===== src/rtl/cpu_clock_pkg.sv =====
// Shared types and default sizing for the BatPU CPU clock generator.
package cpu_clock_pkg;

  typedef enum logic [1:0] {
    HALT = 2'd0,
    RUN  = 2'd1,
    STEP = 2'd2
  } clk_state_t;

  localparam int unsigned DEF_CNT_W  = 32;
  localparam int unsigned DEF_DIV    = 599999;
  localparam int unsigned DEF_TICK_W = 16;

endpackage


===== src/rtl/cpu_clock_gen_if.sv =====
// Control/status bundle between the CPU-side controller (master) and the clock generator (slave).
interface cpu_clock_gen_if
  import cpu_clock_pkg::*;
#(
  parameter int unsigned CNT_W  = DEF_CNT_W,
  parameter int unsigned TICK_W = DEF_TICK_W
) ();

  logic              run;
  logic              step_req;
  logic [CNT_W-1:0]  div_val;
  logic              tick;
  logic              clk_out;
  logic              busy;
  logic [TICK_W-1:0] tick_cnt;

  modport master (
    output run, step_req, div_val,
    input  tick, clk_out, busy, tick_cnt
  );

  modport slave (
    input  run, step_req, div_val,
    output tick, clk_out, busy, tick_cnt
  );

endinterface


===== src/rtl/cpu_clock_sync.sv =====
// Two-flop synchronisers for run/step_req plus rising-edge detect on step_req.
// Latency: 2 clk for run, 2 clk for the step pulse; no backpressure.
module cpu_clock_sync (
  input  logic clk,
  input  logic rst,
  input  logic run_async,
  input  logic step_async,
  output logic run_sync,
  output logic step_pulse
);

  logic [1:0] run_ff;
  logic [1:0] step_ff;
  logic       step_prev;

  always_ff @(posedge clk) begin
    if (rst) begin
      run_ff    <= 2'b00;
      step_ff   <= 2'b00;
      step_prev <= 1'b0;
    end else begin
      run_ff    <= {run_ff[0], run_async};
      step_ff   <= {step_ff[0], step_async};
      step_prev <= step_ff[1];
    end
  end

  assign run_sync   = run_ff[1];
  assign step_pulse = step_ff[1] & ~step_prev;

endmodule


===== src/rtl/cpu_clock_gen.sv =====
// CPU clock-enable generator with run/halt/single-step; tick is registered (1 clk after terminal count).
// No backpressure. Optional input synchronisers under CPU_CLOCK_INPUT_SYNC_EN.
module cpu_clock_gen
  import cpu_clock_pkg::*;
#(
  parameter int unsigned      CNT_W       = DEF_CNT_W,
  parameter logic [CNT_W-1:0] DEFAULT_DIV = CNT_W'(DEF_DIV),
  parameter int unsigned      TICK_W      = DEF_TICK_W,
  parameter bit               START_RUN   = 1'b1
) (
  input  logic            clk,
  input  logic            rst,
  cpu_clock_gen_if.slave  bus
);

  localparam clk_state_t RESET_STATE = START_RUN ? RUN : HALT;

  logic run_req;
  logic step_go;

`ifdef CPU_CLOCK_INPUT_SYNC_EN
  cpu_clock_sync u_sync (
    .clk        (clk),
    .rst        (rst),
    .run_async  (bus.run),
    .step_async (bus.step_req),
    .run_sync   (run_req),
    .step_pulse (step_go)
  );
`else
  assign run_req = bus.run;
  assign step_go = bus.step_req;
`endif

  clk_state_t        state;
  clk_state_t        state_next;
  logic [CNT_W-1:0]  count;
  logic [CNT_W-1:0]  div_q;
  logic              terminal;
  logic              entering;
  logic              tick;
  logic              clk_out;
  logic              busy;
  logic [TICK_W-1:0] tick_cnt;

  // Compare before increment, so div_q = all-ones never needs count to overflow.
  assign terminal = (state != HALT) && (count == div_q);
  assign entering = (state == HALT) && (state_next != HALT);

  always_ff @(posedge clk) begin
    if (rst) state <= RESET_STATE;
    else     state <= state_next;
  end

  always_comb begin
    state_next = state;
    case (state)
      HALT: begin
        if (run_req)      state_next = RUN;
        else if (step_go) state_next = STEP;
      end
      RUN:     if (terminal && !run_req) state_next = HALT;
      STEP:    if (terminal)             state_next = HALT;
      default: state_next = HALT;
    endcase
  end

  always_comb begin
    busy = (state != HALT);
  end

  always_ff @(posedge clk) begin
    if (rst) begin
      count    <= '0;
      div_q    <= DEFAULT_DIV;
      tick     <= 1'b0;
      clk_out  <= 1'b0;
      tick_cnt <= '0;
    end else begin
      tick <= terminal;
      if (terminal) begin
        clk_out  <= ~clk_out;
        tick_cnt <= tick_cnt + TICK_W'(1);
      end
      if (state == HALT || terminal) count <= '0;
      else                           count <= count + CNT_W'(1);
      // Period length only changes at a period boundary, never mid-period.
      if (terminal || entering) div_q <= bus.div_val;
    end
  end

  assign bus.tick     = tick;
  assign bus.clk_out  = clk_out;
  assign bus.busy     = busy;
  assign bus.tick_cnt = tick_cnt;

endmodule


===== src/flat_wrapper.sv =====
// flat-port wrapper written by rule: the top's interface ports become plain ports
module cpu_clock_gen_flat import cpu_clock_pkg::*;
#(
  parameter int unsigned      CNT_W       = DEF_CNT_W,
  parameter logic [CNT_W-1:0] DEFAULT_DIV = CNT_W'(DEF_DIV),
  parameter int unsigned      TICK_W      = DEF_TICK_W,
  parameter bit               START_RUN   = 1'b1
)
  (clk, rst, bus_run, bus_step_req, bus_div_val, bus_tick, bus_clk_out, bus_busy, bus_tick_cnt);
  cpu_clock_gen_if #(.CNT_W(CNT_W), .TICK_W(TICK_W)) bus_i ();
  input  logic clk;
  input  logic rst;
  input wire logic [$bits(bus_i.run)-1:0] bus_run;
  input wire logic [$bits(bus_i.step_req)-1:0] bus_step_req;
  input wire logic [$bits(bus_i.div_val)-1:0] bus_div_val;
  output wire logic [$bits(bus_i.tick)-1:0] bus_tick;
  output wire logic [$bits(bus_i.clk_out)-1:0] bus_clk_out;
  output wire logic [$bits(bus_i.busy)-1:0] bus_busy;
  output wire logic [$bits(bus_i.tick_cnt)-1:0] bus_tick_cnt;
  assign bus_i.run = bus_run;
  assign bus_i.step_req = bus_step_req;
  assign bus_i.div_val = bus_div_val;
  assign bus_tick = bus_i.tick;
  assign bus_clk_out = bus_i.clk_out;
  assign bus_busy = bus_i.busy;
  assign bus_tick_cnt = bus_i.tick_cnt;
  cpu_clock_gen #(.CNT_W(CNT_W), .DEFAULT_DIV(DEFAULT_DIV), .TICK_W(TICK_W), .START_RUN(START_RUN)) u_core (.clk(clk), .rst(rst), .bus(bus_i));
endmodule

===== config.mk =====
export PLATFORM = sky130hd
export DESIGN_NAME = cpu_clock_gen_flat
export DESIGN_NICKNAME = d
export VERILOG_FILES = /design/src/rtl/cpu_clock_pkg.sv /design/src/rtl/cpu_clock_gen_if.sv /design/src/rtl/cpu_clock_sync.sv /design/src/rtl/cpu_clock_gen.sv /design/src/flat_wrapper.sv
export SDC_FILE = /design/constraint.sdc
export NUM_CORES = 1
export LEC_CHECK = 0
export BUFFER_PORTS_ARGS = -buffer_cell sky130_fd_sc_hd__buf_2
export CAP_MARGIN = 15
export CORE_UTILIZATION = 55
export CTS_CLUSTER_SIZE = 16
export DETAILED_ROUTE_END_ITERATION = 10
export GPL_TIMING_DRIVEN = 0
export PLACE_DENSITY = 0.77
export SETUP_SLACK_MARGIN = 0.3
export SYNTH_ARGS = -nofsm -noshare
export SYNTH_HDL_FRONTEND = slang
export SYNTH_SLANG_ARGS = --single-unit
export TNS_END_PERCENT = 20

===== constraint.sdc =====
create_clock -name clk -period 2.5 [get_ports clk]
set_clock_uncertainty 0.2 [all_clocks]
set_input_delay 0.25 -clock clk [delete_from_list [all_inputs] [get_ports clk]]
set_output_delay 0.25 -clock clk [all_outputs]
set_load 0.01 [all_outputs]

Yosys cells after proc, flatten, opt, wreduce, memory -nomap -nowiden

Cells that the tools add are included.

Input port bits: 36
Register bits after elaboration: 84

Multiplexer cells: 5
Equal/unequal tests: 3
Reduce and logical (&&, ||, !) cells: 10
Add/sub/neg operators: 2
Bitwise logic cells: 1

Operators by type and width:

| cell                                           | count |
|---|---|
| adder 32 x 1 -> 32 bit (second input constant) | 1 |
| == test 32 bit                                 | 1 |
| adder 16 x 1 -> 16 bit (second input constant) | 1 |
| 2-to-1 mux 2 bit                               | 4 |
| case mux 2 bit (3 select lines)                | 1 |
| nonzero test 2 bit                             | 2 |
| logical AND 1 bit                              | 3 |
| == test 2 x 1 -> 1 bit (second input constant) | 1 |
| == test 2 bit (second input constant)          | 1 |
| zero test 2 bit                                | 1 |
| logical OR 1 bit                               | 2 |
| OR reduction 2 bit                             | 1 |
| zero test 1 bit                                | 1 |
| NOT 1 bit                                      | 1 |

Depth between registers and ports, before layout

Gate-level depths: netlist of the first run.

Word-level depth: 8
Gate-level depth with buffers: 9
Gate-level depth less buffers: 7

Worst setup path after synthesis of the first run

Ideal clock, no wire load.

Path kind: register to register
Start: register u_core.count[15]
End: register u_core.div_q[13]
Arrival: 1.950 ns
Stages on the path, launching flop included: 8
Path buffers: 2
Setup time: 0.120 ns
Required time: 2.180 ns
Slack: 0.230 ns
Cells stage by stage: dfxtp_1 -> xnor2_1 -> nand4_1 -> nor4_4 -> a31oi_2 -> buf_4 -> buf_4 -> a211o_1

Cells in the longest elaborated chain, start to end: 8
Elaborated cells on any way between the ends: 9
Those cells by class: 1 x eq/ne; 3 x mux; 5 x reduce/logical

Ends and longest elaborated chain:

| item                            | line                | source |
|---|---|---|
| start, declared                 | cpu_clock_gen.sv:37 | `logic [CNT_W-1:0] count;` |
| start signal, assigned          | cpu_clock_gen.sv:86 | `else count <= count + CNT_W'(1);` |
| == test 32 bit (*)              | cpu_clock_gen.sv:47 | `assign terminal = (state != HALT) && (count == div_q);` |
| logical AND 1 bit (*)           | cpu_clock_gen.sv:47 |  |
| logical AND 1 bit               | cpu_clock_gen.sv:62 | `RUN: if (terminal && !run_req) state_next = HALT;` |
| 2-to-1 mux 2 bit                | cpu_clock_gen.sv:62 |  |
| case mux 2 bit (3 select lines) | cpu_clock_gen.sv:57 | `case (state)` |
| nonzero test 2 bit              | cpu_clock_gen.sv:48 | `assign entering = (state == HALT) && (state_next != HALT);` |
| logical AND 1 bit               | cpu_clock_gen.sv:48 |  |
| logical OR 1 bit (*)            | cpu_clock_gen.sv:88 | `if (terminal \|\| entering) div_q <= bus.div_val;` |
| end signal, assigned            | cpu_clock_gen.sv:88 |  |
| end, declared                   | cpu_clock_gen.sv:38 | `logic [CNT_W-1:0] div_q;` |

Mark *: on every way between the ends. The rest lies on a longest branch, timed or not.
A chain may end at the register's enable or synchronous reset.

Worst setup path after layout of the first run

Start: register u_core.count[5]
End: register u_core.tick_cnt[8], in the netlist u_core.bus.tick_cnt[8]

Cells in the longest elaborated chain, start to end: 2

Ends and longest elaborated chain:

| item                 | line                | source |
|---|---|---|
| == test 32 bit       | cpu_clock_gen.sv:47 |  |
| logical AND 1 bit    | cpu_clock_gen.sv:47 |  |
| end signal, assigned | cpu_clock_gen.sv:83 | `tick_cnt <= tick_cnt + TICK_W'(1);` |
| end, declared        | cpu_clock_gen.sv:44 | `logic [TICK_W-1:0] tick_cnt;` |

No other way between the ends.

==> impl_metrics.env, run 1 <==
export IMPL_row_count=29
export IMPL_cp_arrival_ns=2.40
export IMPL_synth_cell_types=32
export IMPL_tritoncts="done"
export IMPL_crit_type="reg2reg"
export IMPL_path_clk_slew_ns=0.08
export IMPL_wire_per_inst_um=15.9
export IMPL_finalWirelength_um=9550
export IMPL_crit_chain="xnor2_2 -> nand4_1 -> nor4_4 -> buf_4 -> nand4_1 -> buf_4 -> buf_4 -> o21ai_1 -> a21oi_1"
export IMPL_grt_start_max_net_pins=14
export IMPL_synth_cells_most_frequent="dfxtp_1, nor2_1, xnor2_1"
export IMPL_fmax_mhz=422
export IMPL_dp_hpwl_um=6010
export IMPL_dpl_cell_area_um2=4160
export IMPL_cts_buffer_depth=2
export IMPL_setup_viol=0
export IMPL_finalCritPeriodShare_pct=94.8
export IMPL_final_layout_size_suffix_gt1_share_pct=29.3
export IMPL_violations="DRC"
export IMPL_stdcell_count=599
export IMPL_outcome="complete, but fails checks"
export IMPL_drt_iter0_drc=162
export IMPL_cp_end_kind="flip-flop"
export IMPL_diodes=0
export IMPL_antenna_left=0
export IMPL_cts_inserted_buffers=9
export IMPL_final_min_clock_period_ns=2.37
export IMPL_final_nets=555
export IMPL_syn_nets=449
export IMPL_start_util_pct=58.0
export IMPL_die_w_um=84.8
export IMPL_overflow=0
export IMPL_path_buf_inv=3
export IMPL_clk_latency_ns=0.35
export IMPL_relSlewSlack_pct=64.2
export IMPL_cellPowerDensity_nw_per_um2=484
export IMPL_synth_area_um2=3770
export IMPL_synth_cells=411
export IMPL_worst_slew_pin_slew_ns=0.537
export IMPL_num_vias=3293
export IMPL_drc=9
export IMPL_grt_pass1_vias=3089
export IMPL_io_pin_count=55
export IMPL_cts_max_level=3
export IMPL_viasPerCell=5.50
export IMPL_rsz0062_at_grt="true"
export IMPL_track_usage_pct=26.4
export IMPL_synth_edf_count=0
export IMPL_yosysMostFrequentCell="dfxtp_1"
export IMPL_syn_area_per_cell_um2=9.17
export IMPL_portBuffers=53
export IMPL_ys_async_sr_fraction_pct=0
export IMPL_core_region_area_um2=6490
export IMPL_area_growth_pct=33.5
export IMPL_cp_slowest_cell="dfxtp_4"
export IMPL_die_area_um2=7190
export IMPL_yosysTopAreaCellShare_pct=44.6
export IMPL_critPathMaxFanout=10
export IMPL_ys_seq_elements=84
export IMPL_final_hold_viol_count=0
export IMPL_yosys_warnings=0
export IMPL_cap_viol_max_count=0
export IMPL_crit_family="simple AND/OR/NAND/NOR gates"
export IMPL_cp_required_ns=2.53
export IMPL_grt_first_pass_wirelength_um=14700
export IMPL_crit_path_frequent_cell="buf_4"
export IMPL_gp_congestion=0.891
export IMPL_hold_path_class="in2reg"
export IMPL_place_inst=541
export IMPL_vdd_ir_drop_max_uv=389
export IMPL_ys_flop_type="dfxtp_1"
export IMPL_cts_sinks=84
export IMPL_first_pass_iters=9
export IMPL_yosys_top_cells_area="dfxtp_1, xnor2_1, nor2_1"
export IMPL_die_h_um=84.8
export IMPL_final_design_area_no_fill_um2=5030
export IMPL_critPathLaunchType="flip-flop"
export IMPL_antenna_found_initial=0
export IMPL_crit_path_max_incr_delay_ns=0.38
export IMPL_synth_seq_area_share_pct=44.6
export IMPL_synth_largest_area_cell="dfxtp_1"
export IMPL_report_final_slew_viol_count=0
export IMPL_p_leak_uw=0.00204
export IMPL_cts_root_buf="clkbuf_8"
-- cell families after synthesis --
group | share of synthesized area (%)
AO/OA/AOI/OAI | 7.40
XOR/XNOR | 14.9
adder cells (fa/ha/maj) | 0.664
buffers and inverters | 2.59
flip-flops | 44.6
multiplexers | 5.61
AND/OR/NAND/NOR | 24.2
-- sequential cells by signal (all words and copies together), names as in the netlist --
name	count
u_core.bus.clk_out	1
u_core.bus.tick	1
u_core.bus.tick_cnt	16
u_core.count	32
u_core.div_q	32
u_core.state	2
-- repair_timing --
| action | 4_1_cts | 5_1_grt |
|---|---|---|
| cloned | 4 | 0 |
| endpoints found under the setup margin | 79 | 80 |
| pin swaps | 17 | 11 |
| hold buffers | 20 | 0 |
| buffers inserted | 11 | 7 |
| resized for setup | 38 | 48 |
| hold endpoints to repair | 20 | 0 |
-- cell type report --
class	instances	area (µm²)
clock buffers	11	151
clock inverters	5	50.0
plain buffers	19	170
flip-flops and latches	84	1720
inverters	3	11.3
fillers	423	1470
repair buffers	95	699
well taps	77	96.3
multi-input cells	305	2140
-- cells in the final DEF, fill, tap and decap left out, types with 17 or more instances in the layout --
cell type / synthesis / final
dfxtp_2: 0 / 21
xor2_1: 18 / 18
xnor2_1: 46 / 35
mux2i_1: 20 / 20
buf_4: 3 / 20
nand4_1: 21 / 21
nor2_1: 69 / 68
dlygate4sd3_1: 0 / 20
buf_2: 3 / 53
dfxtp_1: 84 / 61
nor2b_1: 17 / 17
-- stage by stage --
step | utilization (%) | setup slack, ns | TNS [ns] | total power (µW) | hold slack, ns
floorplan | - | 0.287 | 0 | 1410 | 0.194
global placement | 64.1 | -0.125 | -1.18 | 1450 | 0.234
detailed placement | 64.1 | -0.198 | -3.85 | 1450 | 0.267
CTS | 74.6 | 0.166 | 0 | 2430 | 0.00606
global route | 77.4 | 0.0275 | 0 | 2510 | 0.0464
finish | 77.4 | 0.130 | 0 | 2430 | 0.0175
-- path summary, 6_finish.rpt --
| check | from | to | slack [ns] | depth (start not counted) |
|---|---|---|---|---|
| hold / removal | bus_div_val[7] | u_core.div_q[7] | 0.02 | 3 |
| setup / recovery | u_core.count[5] | u_core.bus.tick_cnt[8] | 0.13 | 9 |
| setup reg to reg | u_core.count[5] | u_core.bus.tick_cnt[8] | 0.13 | 9 |
| hold reg to reg | u_core.count[0] | u_core.count[0] | 0.27 | 1 |
-- layer usage --
| metal | up-vias | GRT usage, % | wire length [µm] |
|---|---|---|---|
| met1 | 1547 | 32.2 | 4100 |
| met3 | 27 | 3.93 | 415 |
| met4 | 0 | 11.7 | 274 |
| met5 | - | 0 | 0 |
| met2 | 93 | 46.4 | 4760 |
| li1 | 1626 | - | - |
-- worst min-delay path: stages --
cell	delay [ns]
buf_2	0.07
nor2b_1	0.12
a211o_1	0.10
-- where the power goes --
group / switching, µW / internal [µW]
combinational: 50.3 / 60.9
clock: 467 / 509
sequential: 5.19 / 1340
total: 523 / 1910
No activity file was read; power rests on OpenSTA's default activity.
==> inputs of run 2 (changes only) <==
Settings changed: REMOVE_ABC_BUFFERS set to 1, TNS_END_PERCENT 20 to 100.
==> run 2 against run 1 <==
The flow still finishes with violations (DRC). Final cell count decreased by 1.5%. Total power increased by 2.6%. Hold slack got worse by 0.0046 ns. Largest cell class unchanged. Largest power group unchanged. Highest routed layer unchanged.
==> impl_metrics.env, run 2 (synthesis gave the netlist of run 1 again) <==
export IMPL_layout_commonest_cell="nor2_1"
export IMPL_startpoint="u_core.div_q[3]"
export IMPL_final_layout_size_suffix_gt1_share_pct=26.3
export IMPL_crit_family="simple AND/OR/NAND/NOR gates"
export IMPL_grt_first_pass_wirelength_um=13400
export IMPL_path_clk_slew_ns=0.08
export IMPL_cts_max_level=3
export IMPL_io_pin_count=55
export IMPL_tritoncts="done"
export IMPL_combPwrFrac_pct=4.1
export IMPL_hold_start="bus_div_val[4]"
export IMPL_path_buf_inv=0
export IMPL_switching_share_pct=21.2
export IMPL_setup_tns_ns=0
export IMPL_final_hold_viol_count=0
export IMPL_core_region_area_um2=6490
export IMPL_crit_path_max_incr_delay_ns=0.56
export IMPL_layout_setup_ws_ns=0.137
export IMPL_p_total_uw=2490
export IMPL_die_area_um2=7190
export IMPL_portBuffers=54
export IMPL_antenna_left=0
export IMPL_gp_congestion=0.794
export IMPL_area_growth_pct=30.2
export IMPL_critPathMaxFanout=5
export IMPL_row_count=29
export IMPL_critPathLaunchType="flip-flop"
export IMPL_num_vias=3268
export IMPL_report_final_slew_viol_count=0
export IMPL_dp_slack_ns=-0.391
export IMPL_p_leak_uw=0.00194
export IMPL_top_regs="u_core.count: 32 flops, u_core.div_q: 32 flops, u_core.bus.tick_cnt: 16 flops"
export IMPL_grt_pass1_vias=3015
export IMPL_rsz0062_at_grt="true"
export IMPL_cts_inserted_buffers=9
export IMPL_relSlewSlack_pct=35.7
export IMPL_overflow=0
export IMPL_cp_slowest_cell="or4_1"
export IMPL_drc=4
export IMPL_viasPerCell=5.54
export IMPL_final_min_clock_period_ns=2.36
export IMPL_cp_end_kind="flip-flop"
export IMPL_start_util_pct=58.0
export IMPL_p_seq_share_pct=53.9
export IMPL_diodes=0
export IMPL_track_usage_pct=23.7
export IMPL_power_frac_clock_pct=41.9
export IMPL_wire_per_inst_um=14.8
export IMPL_switchingPower_uw=528
export IMPL_finalCritPeriodShare_pct=94.5
export IMPL_cp_arrival_ns=2.44
export IMPL_clk_latency_ns=0.35
export IMPL_outcome="complete, but fails checks"
export IMPL_die_h_um=84.8
export IMPL_final_design_area_no_fill_um2=4910
export IMPL_finalWirelength_um=8760
export IMPL_fmax_mhz=423
export IMPL_r2r_start="u_core.div_q[3]"
export IMPL_hold_path_class="in2reg"
export IMPL_first_pass_iters=10
export IMPL_holdWs_ns=0.0129
export IMPL_crit_type="reg2reg"
export IMPL_cts_sinks=84
export IMPL_cts_buffer_depth=2
export IMPL_cellPowerDensity_nw_per_um2=508
export IMPL_dp_hpwl_um=5170
export IMPL_cap_viol_max_count=0
export IMPL_internal_power_uw=1970
export IMPL_cts_root_buf="clkbuf_8"
export IMPL_grt_start_max_net_pins=55
export IMPL_vdd_ir_drop_max_uv=400
export IMPL_dpl_cell_area_um2=4090
export IMPL_antenna_found_initial=0
export IMPL_cp_required_ns=2.58
export IMPL_final_nets=546
export IMPL_final_cell_mix="nor2_1, dfxtp_1, buf_2"
export IMPL_violations="DRC"
export IMPL_worst_slew_pin_slew_ns=0.965
export IMPL_setup_viol=0
export IMPL_crit_chain="xnor2_4 -> nand4_1 -> nor4_4 -> nand3_2 -> or4_1 -> a21oi_1"
export IMPL_drt_iter0_drc=232
export IMPL_die_w_um=84.8
run 2: changes by cell type in the layout (fill, tap and decap cells not counted), sizes merged:
cell | before | now
dlygate4sd3 | 20 | 25
clkbuf | 21 | 14
clkinvlp | 0 | 1
buf | 83 | 78
bufbuf | 1 | 0
nand4 | 21 | 22
clkinv | 4 | 1
run 2: metal layers:
metal / track usage, % / up-vias / share of wire (%)
met5: 0 / - / 0
met4: 7.40 / 0 / 0.99
met3: 6.00 / 8 / 4.4
met2: 40.3 / 77 / 50
met1: 29.5 / 1576 / 45
li1: - / 1607 / -
run 2: cell type report:
| cell class | instances | area, µm² |
|---|---|---|
| clock buffer | 13 | 179 |
| inverter | 3 | 11.3 |
| fill | 451 | 1590 |
| tap | 77 | 96.3 |
| timing repair buffer | 104 | 757 |
| sequential | 84 | 1720 |
| multi-input combinational | 306 | 2100 |
| clock inverter | 3 | 42.5 |
run 2: path summary, 6_finish.rpt:
path,endpoint,slack [ns],cells past startpoint
worst max-delay path,u_core.bus.tick_cnt[14],0.14,6
worst min-delay path,u_core.div_q[4],0.01,3
worst max register to register,u_core.bus.tick_cnt[14],0.14,6
worst min register to register,u_core.state[1],0.29,1
run 2: what timing repair did:
item / CTS / global route
hold buffers: 25 / 0
setup endpoints to repair: 78 / 80
gates cloned: 1 / 2
endpoints found under the hold margin: 25 / 0
setup buffers: 16 / 6
gates resized for setup: 21 / 32
pin swaps: 11 / 11
run 2: per-stage QoR:
| stage | util [%] | std cells |
|---|---|---|
| floorplan | - | 392 |
| global placement | 62.3 | 523 |
| detailed placement | 62.9 | 524 |
| CTS | 73.1 | 582 |
| global route | 75.6 | 590 |
| finish | 75.6 | 590 |
run 2: power groups by stage:
stage | clock, µW | combinational [µW] | sequential [µW]
detailed placement | 0 | 67.2 | 1380
CTS | 1060 | 98.1 | 1350
floorplan | 0 | 22.7 | 1380
global route | 1100 | 112 | 1350
global placement | 0 | 65.8 | 1380
finish | 1050 | 103 | 1350
run 2: worst reg2reg max path: cells and delay by family (launching register included):
family | cells | cell delay (ns)
flip-flops | 1 | 0.36
AND/OR/NAND/NOR | 4 | 1.40
XOR/XNOR | 1 | 0.18
AO/OA/AOI/OAI | 1 | 0.16
==> inputs of run 3 (changes only) <==
Settings changed: ABC_AREA set to 1, PLACE_DENSITY 0.77 to 0.76.
==> run 3 against run 2 <==
The flow now finishes without violations. Fmax up 12%. Design area up 17%. Via count up 46%. First-iteration DRC count up 3.9%. Critical path depth up 4. Combinational power up 16%. Die area up 19%. Area after synthesis up 19%. Total power up 4.2%. Final cell count up 51%. Clock power up 8%. Largest power group unchanged.
==> impl_metrics.env, run 3 <==
export IMPL_cts_sinks=84
export IMPL_multi_input_area_um2=2530
export IMPL_gp_congestion=0.905
export IMPL_antenna_found_initial=0
export IMPL_final_cell_mix="nand2_1, nor2_1, dfxtp_1"
export IMPL_finalWirelength_um=12700
export IMPL_final_design_area_no_fill_um2=5720
export IMPL_cts_root_buf="clkbuf_8"
export IMPL_vdd_ir_drop_max_uv=363
export IMPL_synth_cell_types=28
export IMPL_viasPerCell=5.35
export IMPL_ys_seq_elements=84
export IMPL_layout_setup_ws_ns=0.390
export IMPL_tritoncts="done"
export IMPL_drc=0
export IMPL_grt_first_pass_wirelength_um=20700
export IMPL_final_min_clock_period_ns=2.11
export IMPL_yosys_warnings=0
export IMPL_portBuffers=54
export IMPL_wire_per_inst_um=14.3
export IMPL_fmax_mhz=474
export IMPL_row_count=32
export IMPL_synth_cells_most_frequent="nand2_1, dfxtp_1, nor2_1"
export IMPL_synth_largest_area_cell="dfxtp_1"
export IMPL_die_h_um=92.3
export IMPL_yosysMostFrequentCell="nand2_1"
export IMPL_cap_viol_max_count=0
export IMPL_final_layout_size_suffix_gt1_share_pct=16.3
export IMPL_cp_endpoint="u_core.bus.tick_cnt[0]"
export IMPL_final_nets=820
export IMPL_p_leak_uw=0.00241
export IMPL_track_usage_pct=30.7
export IMPL_path_clk_slew_ns=0.10
export IMPL_ys_flop_type="dfxtp_1"
export IMPL_synth_cells=680
export IMPL_synth_area_um2=4490
export IMPL_r2r_end="u_core.bus.tick_cnt[0]"
export IMPL_synth_edf_count=0
export IMPL_cellPowerDensity_nw_per_um2=454
export IMPL_die_area_um2=8520
export IMPL_cts_buffer_depth=2
export IMPL_io_pin_count=55
export IMPL_overflow=0
export IMPL_first_pass_iters=5
export IMPL_final_hold_viol_count=0
export IMPL_num_vias=4756
export IMPL_cts_max_level=3
export IMPL_relSlewSlack_pct=53.9
export IMPL_dp_slack_ns=-0.866
export IMPL_reg2reg_setup_slack_ns=0.39
export IMPL_cp_end_kind="flip-flop"
export IMPL_hold_path_class="in2reg"
export IMPL_dpl_cell_area_um2=4830
export IMPL_yosysTopAreaCellShare_pct=37.5
export IMPL_synth_seq_area_share_pct=37.5
export IMPL_finalCritPeriodShare_pct=84.4
export IMPL_yosys_top_cells_area="dfxtp_1, nand2_1, nand3_1"
export IMPL_r2r_start="u_core.count[27]"
export IMPL_diodes=0
export IMPL_report_final_slew_viol_count=0
export IMPL_worstRegToRegCells=10
export IMPL_ys_async_sr_fraction_pct=0
export IMPL_setup_viol=0
export IMPL_cts_inserted_buffers=9
export IMPL_worst_slew_pin_slew_ns=0.690
export IMPL_grt_pass1_vias=4424
export IMPL_grt_start_max_net_pins=38
export IMPL_dp_hpwl_um=7780
export IMPL_rsz0062_at_grt="false"
export IMPL_top_regs="u_core.count: 32 flops, u_core.div_q: 32 flops, u_core.bus.tick_cnt: 16 flops"
export IMPL_n_fill_cell=660
export IMPL_critPathLaunchType="flip-flop"
export IMPL_critPathMaxFanout=9
export IMPL_antenna_left=0
export IMPL_core_region_area_um2=7810
export IMPL_die_w_um=92.3
export IMPL_start_util_pct=57.5
export IMPL_drt_iter0_drc=241
export IMPL_cp_arrival_ns=2.20
export IMPL_clk_latency_ns=0.37
export IMPL_area_growth_pct=27.6
export IMPL_crit_type="reg2reg"
export IMPL_layout_commonest_cell="nand2_1"
export IMPL_cp_required_ns=2.59
export IMPL_outcome="complete, no violations"
export IMPL_syn_area_per_cell_um2=6.60
export IMPL_seqCellArea_um2=1700
export IMPL_startpoint="u_core.count[27]"
==> run 3: cell types whose count changed in the layout (fill, tap and decap cells not counted), moves of 10 or more <==
cell	change
nand2_1	+171
inv_1	+68
nand3_1	+56
a21oi_1	+38
xnor2_1	-18
mux2i_1	-17
nor2b_1	-16
nor3_1	+16
a211o_1	-13
or3_1	-13
dfxtp_1	+10
dlygate4sd3_1	+10
==> run 3: routing by layer <==
layer | GRT usage [%] | wire [µm]
met5 | 0 | 0
met1 | 38.7 | 5420
met4 | 8.20 | 355
met2 | 53.6 | 6060
met3 | 5.58 | 904
==> run 3: metrics by stage <==
stage / hold slack (ns) / util (%) / power [µW] / std cells / TNS (ns)
CTS: 0.0467 / 71.9 / 2600 / 882 / 0
finish: 0.0782 / 73.3 / 2600 / 889 / 0
global route: 0.0781 / 73.3 / 2670 / 889 / 0
detailed placement: 0.253 / 61.9 / 1450 / 816 / -23.08
global placement: 0.247 / 61.1 / 1440 / 811 / -73.44
floorplan: 0.119 / - / 1400 / 655 / -15.21
==> run 3: how the worst min path moves through the flow <==
stage | endpoint | slack (ns) | cells past startpoint | from
after CTS | u_core.bus.tick | 0.05 | 2 | rst
after floorplan | u_core.bus.tick_cnt[10] | 0.12 | 1 | rst
final | u_core.state[1] | 0.08 | 2 | rst
after global routing | u_core.bus.tick | 0.08 | 2 | rst
after global placement | u_core.div_q[9] | 0.25 | 3 | bus_div_val[9]
after detailed placement | u_core.div_q[1] | 0.25 | 3 | bus_div_val[1]
==> run 3: area by class of cell <==
| cell class | count | share of cell area, % |
|---|---|---|
| multi-input combinational | 501 | 44.2 |
| sequential | 84 | 29.6 |
| timing repair buffer | 112 | 15.1 |
| inverter | 74 | 4.87 |
| tap | 102 | 2.23 |
| clock buffer | 9 | 2.16 |
| clock inverter | 7 | 1.81 |
==> run 3: cell families (layout without fill, tap and decap cells) <==
family	count (synthesis)	in the layout	synth area share, %
DFF	84	84	37.5
and+or+nand+nor	397	401	38.9
buffers and inverters	99	202	8.68
AOI/OAI and AO/OA	57	57	6.42
adders and majority gates	2	2	0.558
xor gates and xnor gates	41	41	8.01
==> run 3: timing repair <==
action | 4_1_cts | 5_1_grt
buffers inserted | 12 | 6
pin swaps | 4 | 1
hold buffers | 35 | 0
hold endpoints to repair | 34 | 0
setup endpoints to repair | 82 | 73
gates cloned | 3 | 1
gates resized for setup | 8 | 17
==> run 3: critical path, cell delays in order (launching register included) <==
cell and delay (ns):
dfxtp_1 0.45, xnor2_1 0.15, nand2_1 0.09, nor2_1 0.09, nand2_1 0.09, nor2_4 0.22
buf_4 0.17, nand3_4 0.19, nand2_1 0.16, nand2_1 0.06, nor2_1 0.15
==> run 3: power by group <==
group	internal, µW	total, µW	switching (µW)
Combinational	70.1	119	49.2
Sequential	1340	1350	6.46
Clock	579	1130	554
